File: src/rtl/id_ex_pipe_reg.sv
// ID->EX pipeline register with valid/ready handshake, stall, flush and an optional skid entry.
// Bubbles never carry live control bits: ctrl/alu_op are gated by out_valid.
module id_ex_pipe_reg #(
  parameter int DATA_W     = 32,
  parameter int REG_ADDR_W = 5,
  parameter int ALUOP_W    = 3,
  parameter int SKID       = 1
) (
  input  logic                  clk,
  input  logic                  rst_n,
  input  logic                  flush,
  input  logic                  in_valid,
  output logic                  in_ready,
  input  logic [DATA_W-1:0]     in_pc_4,
  input  logic [DATA_W-1:0]     in_reg1,
  input  logic [DATA_W-1:0]     in_reg2,
  input  logic [DATA_W-1:0]     in_imm,
  input  logic [REG_ADDR_W-1:0] in_rt,
  input  logic [REG_ADDR_W-1:0] in_rd,
  input  logic [6:0]            in_ctrl,
  input  logic [ALUOP_W-1:0]    in_alu_op,
  output logic                  out_valid,
  input  logic                  out_ready,
  output logic [DATA_W-1:0]     out_pc_4,
  output logic [DATA_W-1:0]     out_reg1,
  output logic [DATA_W-1:0]     out_reg2,
  output logic [DATA_W-1:0]     out_imm,
  output logic [REG_ADDR_W-1:0] out_rt,
  output logic [REG_ADDR_W-1:0] out_rd,
  output logic [6:0]            out_ctrl,
  output logic [ALUOP_W-1:0]    out_alu_op
);

  typedef struct packed {
    logic [DATA_W-1:0]     pc_4;
    logic [DATA_W-1:0]     reg1;
    logic [DATA_W-1:0]     reg2;
    logic [DATA_W-1:0]     imm;
    logic [REG_ADDR_W-1:0] rt;
    logic [REG_ADDR_W-1:0] rd;
    logic [6:0]            ctrl;
    logic [ALUOP_W-1:0]    alu_op;
  } entry_t;

  typedef enum logic [1:0] {EMPTY, FULL, SKIDF} state_t;

  entry_t in_entry;
  entry_t m_p1;
  entry_t s_p1;
  state_t state_p1;
  state_t state_nxt;
  logic   vld_p1;
  logic   accept;
  logic   drain;
  logic   load_m;
  logic   load_s;
  logic   m_from_s;

  assign in_entry = '{pc_4: in_pc_4, reg1: in_reg1, reg2: in_reg2, imm: in_imm,
                      rt: in_rt, rd: in_rd, ctrl: in_ctrl, alu_op: in_alu_op};

  assign accept = in_valid & in_ready;
  assign drain  = vld_p1 & out_ready;

  always_comb begin
    state_nxt = state_p1;
    load_m    = 1'b0;
    load_s    = 1'b0;
    m_from_s  = 1'b0;
    if (flush) begin
      state_nxt = EMPTY;
    end else begin
      case (state_p1)
        EMPTY: begin
          if (accept) begin
            load_m    = 1'b1;
            state_nxt = FULL;
          end
        end
        FULL: begin
          if (accept && drain) begin
            load_m = 1'b1;
          end else if (accept && (SKID != 0)) begin
            load_s    = 1'b1;
            state_nxt = SKIDF;
          end else if (drain) begin
            state_nxt = EMPTY;
          end
        end
        SKIDF: begin
          if (drain) begin
            load_m    = 1'b1;
            m_from_s  = 1'b1;
            state_nxt = FULL;
          end
        end
        default: state_nxt = EMPTY;
      endcase
    end
  end

  // ---- stage p1: main and skid entries ----
  always_ff @(posedge clk or negedge rst_n) begin
    if (!rst_n) begin
      state_p1 <= EMPTY;
      vld_p1   <= 1'b0;
      m_p1     <= '0;
      s_p1     <= '0;
    end else begin
      state_p1 <= state_nxt;
      vld_p1   <= (state_nxt != EMPTY);
      if (load_m) m_p1 <= m_from_s ? s_p1 : in_entry;
      if (load_s) s_p1 <= in_entry;
    end
  end

  generate
    if (SKID != 0) begin : g_skid_ready
      logic rdy_q;
      always_ff @(posedge clk or negedge rst_n) begin
        if (!rst_n) rdy_q <= 1'b1;
        else        rdy_q <= (state_nxt != SKIDF);
      end
      assign in_ready = rdy_q;
    end else begin : g_comb_ready
      assign in_ready = ~vld_p1 | out_ready;
    end
  endgenerate

  assign out_valid  = vld_p1;
  assign out_pc_4   = m_p1.pc_4;
  assign out_reg1   = m_p1.reg1;
  assign out_reg2   = m_p1.reg2;
  assign out_imm    = m_p1.imm;
  assign out_rt     = m_p1.rt;
  assign out_rd     = m_p1.rd;
  assign out_ctrl   = vld_p1 ? m_p1.ctrl : 7'h00;
  assign out_alu_op = vld_p1 ? m_p1.alu_op : '0;

endmodule

File: config.mk
export PLATFORM = sky130hd
export DESIGN_NAME = id_ex_pipe_reg
export DESIGN_NICKNAME = d
export VERILOG_FILES = /design/src/rtl/id_ex_pipe_reg.sv
export SDC_FILE = /design/constraint.sdc
export NUM_CORES = 1
export LEC_CHECK = 0
export ABC_AREA = 1
export BUFFER_PORTS_ARGS = -buffer_cell sky130_fd_sc_hd__buf_2
export CORE_UTILIZATION = 45
export CTS_BUF_LIST = sky130_fd_sc_hd__clkbuf_4
export CTS_CLUSTER_DIAMETER = 50
export CTS_CLUSTER_SIZE = 30
export DETAILED_ROUTE_END_ITERATION = 7
export GPL_TIMING_DRIVEN = 0
export PLACE_DENSITY = 0.7
export SYNTH_ARGS = -nofsm -noshare
export SYNTH_HDL_FRONTEND = slang
export SYNTH_SLANG_ARGS = --single-unit
export TNS_END_PERCENT = 20
File: constraint.sdc
create_clock -name clk -period 1.5 [get_ports clk]
set_input_delay 0.15 -clock clk [delete_from_list [all_inputs] [get_ports clk]]
set_output_delay 0.15 -clock clk [all_outputs]
set_load 0.05 [all_outputs]
== After elaboration in Yosys (flattened, before gate mapping) ==
Cells that the tools add are included.

* Eq/ne operators: 3
* Reductions and logical operators: 3
* Mux-type cells: 20
* Bitwise gates (word level): 2

{| class="wikitable"
|+ Operators with widths
! cell !! number
|-
| two-way mux 148 bit || 1
|-
| two-way mux 2 bit || 6
|-
| two-way mux 1 bit || 9
|-
| two-way mux 7 bit || 1
|-
| case mux 2 bit (3 select lines) || 1
|-
| two-way mux 3 bit || 1
|-
| case mux 1 bit (3 select lines) || 1
|-
| AND 1 bit || 2
|-
| == test 2 x 1 -> 1 bit (second input constant) || 1
|-
| == test 2 bit (second input constant) || 1
|-
| logical NOT 2 bit || 1
|-
| != test 2 bit (second input constant) || 1
|-
| nonzero test 2 bit || 1
|-
| logical AND 1 bit || 1
|}

* Input port bits: 153
* Logic and storage cells: 47
* Bits in registers: 300
* Output and inout bits: 150

== Logic depth before layout (Yosys ltp) ==
* Depth in word-level cells: 7
* Mapped depth: 9

== Least setup slack after synthesis ==
OpenSTA, ideal clock, no wires.

* Path type: register -> register
* Start point: register g_skid_ready.rdy_q (netlist: in_ready)
* End point: register m_p1, in the netlist out_pc_4[0]
* Slack: -0.262 ns
* Arrival time: 1.696 ns
* Path buffers: 2
* Cell stages (with the launch flop): 9
* Library setup time: 0.066 ns
* Required time: 1.434 ns
* Path through: dfstp_2 -> nand2_1 -> nor2_1 -> nand2_1 -> a21oi_2 -> buf_2 -> buf_2 -> nand2_1 -> nand2_1

* Cells in the longest elaborated chain, start to end: 5
* Elaborated cells between the ends (all ways): 6
* Those cells by class: 4 x mux; 1 x bitwise; 1 x reduce/logical

{| class="wikitable"
|+ RTL lines
! what !! RTL line !! RTL
|-
| start: declaration || 119 || <nowiki>logic rdy_q;</nowiki>
|-
| start signal: assignment || 122 || <nowiki>else rdy_q <= (state_nxt != SKIDF);</nowiki>
|-
| AND 1 bit * || 62 || <nowiki>assign accept = in_valid & in_ready;</nowiki>
|-
| logical AND 1 bit || 81 || <nowiki>if (accept && drain) begin</nowiki>
|-
| two-way mux 1 bit || 81 ||
|-
| case mux 1 bit (3 select lines) * || 73 || <nowiki>case (state_p1)</nowiki>
|-
| two-way mux 1 bit * || 70 || <nowiki>if (flush) begin</nowiki>
|-
| end signal: assignment || 112 || <nowiki>if (load_m) m_p1 <= m_from_s ? s_p1 : in_entry;</nowiki>
|-
| end: declaration || 48 || <nowiki>entry_t m_p1;</nowiki>
|}

Mark *: on every way between the ends. The rest lies on a longest branch, timed or not.
A chain may end at the register's enable or synchronous reset.

== Worst setup path after layout ==
* Start point: register g_skid_ready.rdy_q (netlist: in_ready)
* End point: register m_p1, in the netlist out_reg1[14]

The elaborated chain is that of the path after synthesis.

==> flow_summary_export.csv <==
group,metric,value,unit
synth,syn_nets,2083,
routing,post_drt_via_cell_ratio,4.87,
sta,finalSetupViolations,440,
sta,clock_skew,0.0461,ns
routing,ant_nets,0,
synth,ys_ff_latch,300,
hold_path,hp-class,"in2reg",
sta,fin_crit,1.78,ns
clock_tree,cts_buffers,36,
die,core,0.0317,mm^2
routing,initialDrtViolationCount,892,
sta,hold_ws,0.117,ns
layout,fin_area,0.0213,mm^2
global_route,overflow,0,
worst_setup_path,worstPathMaxFanout,6,
layout,nets,2611,
synth,synth_cell_types,16,
synth,yosysSeqAreaShare,51.4,%
clock_tree,clock-root-buffer,"clkbuf_4",
routing,dr.pass1.iters,5,
layout,fillCellCount,2514,
clock_tree,clkLatencyLatePin,0.68,ns
synth,async_reset_ff_share,100,%
pwr,peakVddDrop,0.00103,V
global_route,track_usage,25.0,%
synth,synth_common_cells,"nand2_1, dfrtp_1, inv_1",
global_route,grt_pass1_wl,67.2,mm
worst_setup_path,worstPathArrival,2.36,ns
placement,post-place-ws,-0.503,ns
sta,tightest_slew,0.948,ns
placement,dp.cells,2636,
die,dieArea,0.0332,mm^2
synth,synth_area_per_cell,7.57,um^2
placement,portBuffers,302,
worst_setup_path,cp.required,2.09,ns
synth,synth_cells,1930,
routing,routedWlPerCell,15.5,um
placement,place_hpwl,27.1,mm
clock_tree,cts_tree,"done",
sta,rsz0062_at_grt,"true",
worst_setup_path,criticalPathCategory,"reg2reg",
clock_tree,clockBufferDepth,3,
sta,fin_crit_sh,118,%
synth,synth_area_leaders,"dfrtp_1, nand2_1, buf_4, nand3_1, o21ai_0",
clock_tree,clock-sinks,300,
sta,fmaxAchievable,563,MHz
placement,placed_cell_area,0.0168,mm^2
routing,vias,14100,
sta,layout_setup_ws,-0.276,ns
synth,synth.most_common_cell,"nand2_1",
synth,yosys_warnings,0,
global_route,antenna_found_initial,4,
clock_tree,h-tree-depth,2,
worst_setup_path,cp_slowest_cell,"dfstp_2",
sta,slew_viol_final,0,
pwr,leakage,12.1,nW
sta,slew_headroom,36.8,%
layout,fin_cells,2889,
worst_setup_path,crit_chain,"nand2_4 -> nor2_4 -> nand2_4 -> a21oi_4 -> buf_12 -> clkbuf_16 -> buf_8 -> nand2_2 -> nand2_1",
synth,syn_area,0.0146,mm^2
die,fp-row-count,65,
worst_setup_path,max_stage_delay,0.60,ns
pwr,power.density,1450,mW/mm^2
die,io_pins,303,
die,fp.dieW,182,um
outcome,status,"finished, violations left",
worst_setup_path,start_kind,"register",
layout,seq_area,0.00751,mm^2
worst_setup_path,cp-end-kind,"register",
outcome,violations,"setup timing",
synth,synth_top_area_cell,"dfrtp_1",
placement,gp_congestion,0.877,
global_route,grt_max_degree,119,
routing,drcViolationCount,0,
layout,area_growth,45.8,%
layout,multi_input_area,0.00576,mm^2
flow_run,maxCapViolations,0,
routing,finalWirelength,44.8,mm
die,die_y,182,um
sta,fin_tns_setup,-54.97,ns
synth,synth_top_area_share,51.2,%
worst_setup_path,cpMostUsedCell,"nand2_4",
die,initial_core_util,46.1,%
synth,synthFlopType,"dfrtp_1",
synth,synth_edf_count,0,
layout,layout-drive-gt1-share,33.5,%
sta,hold_violations,0,
global_route,grt_pass1_vias,13500,
clock_tree,path_clk_slew,0.15,ns
layout by cell type (no fill, tap or decap), drive strengths merged, types with 3 or more instances in the layout:
master       instances
nand2              910
buf                537
dfrtp              299
inv                171
dlygate4sd3        152
nand3              151
o21ai              148
clkbuf              90
clkinv              10
nor2                 5
diode                4
bufinv               4
clkinvlp             3
layer usage:
metal | up-vias | wire length, um | track usage (%)
met1 | 6695 | 18800 | 32.7
met4 | 0 | 1200 | 7.83
li1 | 6826 | - | -
met3 | 86 | 2870 | 5.35
met2 | 455 | 21900 | 41.5
met5 | - | 0 | 0
critical path: cells and delay by family, from the launching register on:
family	cells	cell delay (ns)
DFF	1	0.60
AOI/OAI and AO/OA	1	0.18
buffers and inverters	3	0.47
and+or+nand+nor	5	0.41
kinds of logic after synthesis:
logic type             Yosys count  synth area share, %
AO/OA/AOI/OAI                  149                 5.13
buffers and inverters          414                 14.7
flip-flops                     300                 51.4
AND/OR/NAND/NOR               1067                 28.8
state kept, by name, summed over array words and instances (netlist names):
| signal | flops |
|---|---|
| s_p1 | 148 |
| out_imm | 32 |
| out_pc_4 | 32 |
| out_reg1 | 32 |
| out_reg2 | 32 |
| m_p1 | 10 |
| out_rd | 5 |
| out_rt | 5 |
| state_p1 | 2 |
| in_ready | 1 |
| out_valid | 1 |
area by class of cell:
| type | instances | area share [%] |
|---|---|---|
| multi-input cells | 1216 | 27.0 |
| clock inverters | 25 | 1.36 |
| diodes | 4 | 0.0470 |
| flip-flops and latches | 300 | 35.3 |
| plain buffers | 250 | 9.96 |
| inverters | 163 | 2.87 |
| repair buffers | 491 | 19.8 |
| clock buffers | 38 | 1.34 |
| well taps | 402 | 2.36 |
final timing paths:
path / from / end / slack (ns) / depth (start not counted)
setup / recovery: in_ready$_DFF_PN1_ / out_reg1[14]$_DFFE_PN0P_ / -0.28 / 9
hold / removal: flush / out_pc_4[15]$_DFFE_PN0P_ / 0.12 / 6
setup reg to reg: in_ready$_DFF_PN1_ / out_reg1[14]$_DFFE_PN0P_ / -0.28 / 9
hold reg to reg: out_reg2[29]$_DFFE_PN0P_ / out_reg2[29]$_DFFE_PN0P_ / 0.49 / 2
max in group asynchronous: rst_n / s_p1[100]$_DFFE_PN0P_ / 0.23 / 3
min in group asynchronous: rst_n / out_imm[22]$_DFFE_PN0P_ / 0.16 / 2
per-stage QoR:
step           utilization [%]  total power, mW
2_1_floorplan                -             20.5
6_report                  67.1             30.8
4_1_cts                   60.6             29.0
5_1_grt                   67.1             32.5
3_3_place_gp              52.7             22.7
3_5_place_dp              52.9             23.0
report_power, final:
| part | leakage [nW] | internal [mW] | total [mW] | switching (mW) |
|---|---|---|---|---|
| Combinational | 8.05 | 5.13 | 12.8 | 7.71 |
| Clock | 0.311 | 2.12 | 5.37 | 3.26 |
| Sequential | 3.75 | 10.9 | 12.6 | 1.71 |
| Total | 12.1 | 18.1 | 30.8 | 12.7 |
timing repair:
| item | CTS | global route |
|---|---|---|
| cloned | 1 | 21 |
| endpoints found under the setup margin | 448 | 448 |
| hold buffers | 152 | 0 |
| pin swaps | 2 | 62 |
| hold endpoints to repair | 416 | 0 |
| buffers inserted | 4 | 9 |
| gates resized for setup | 115 | 588 |
Power figures use the tool's default switching activity.
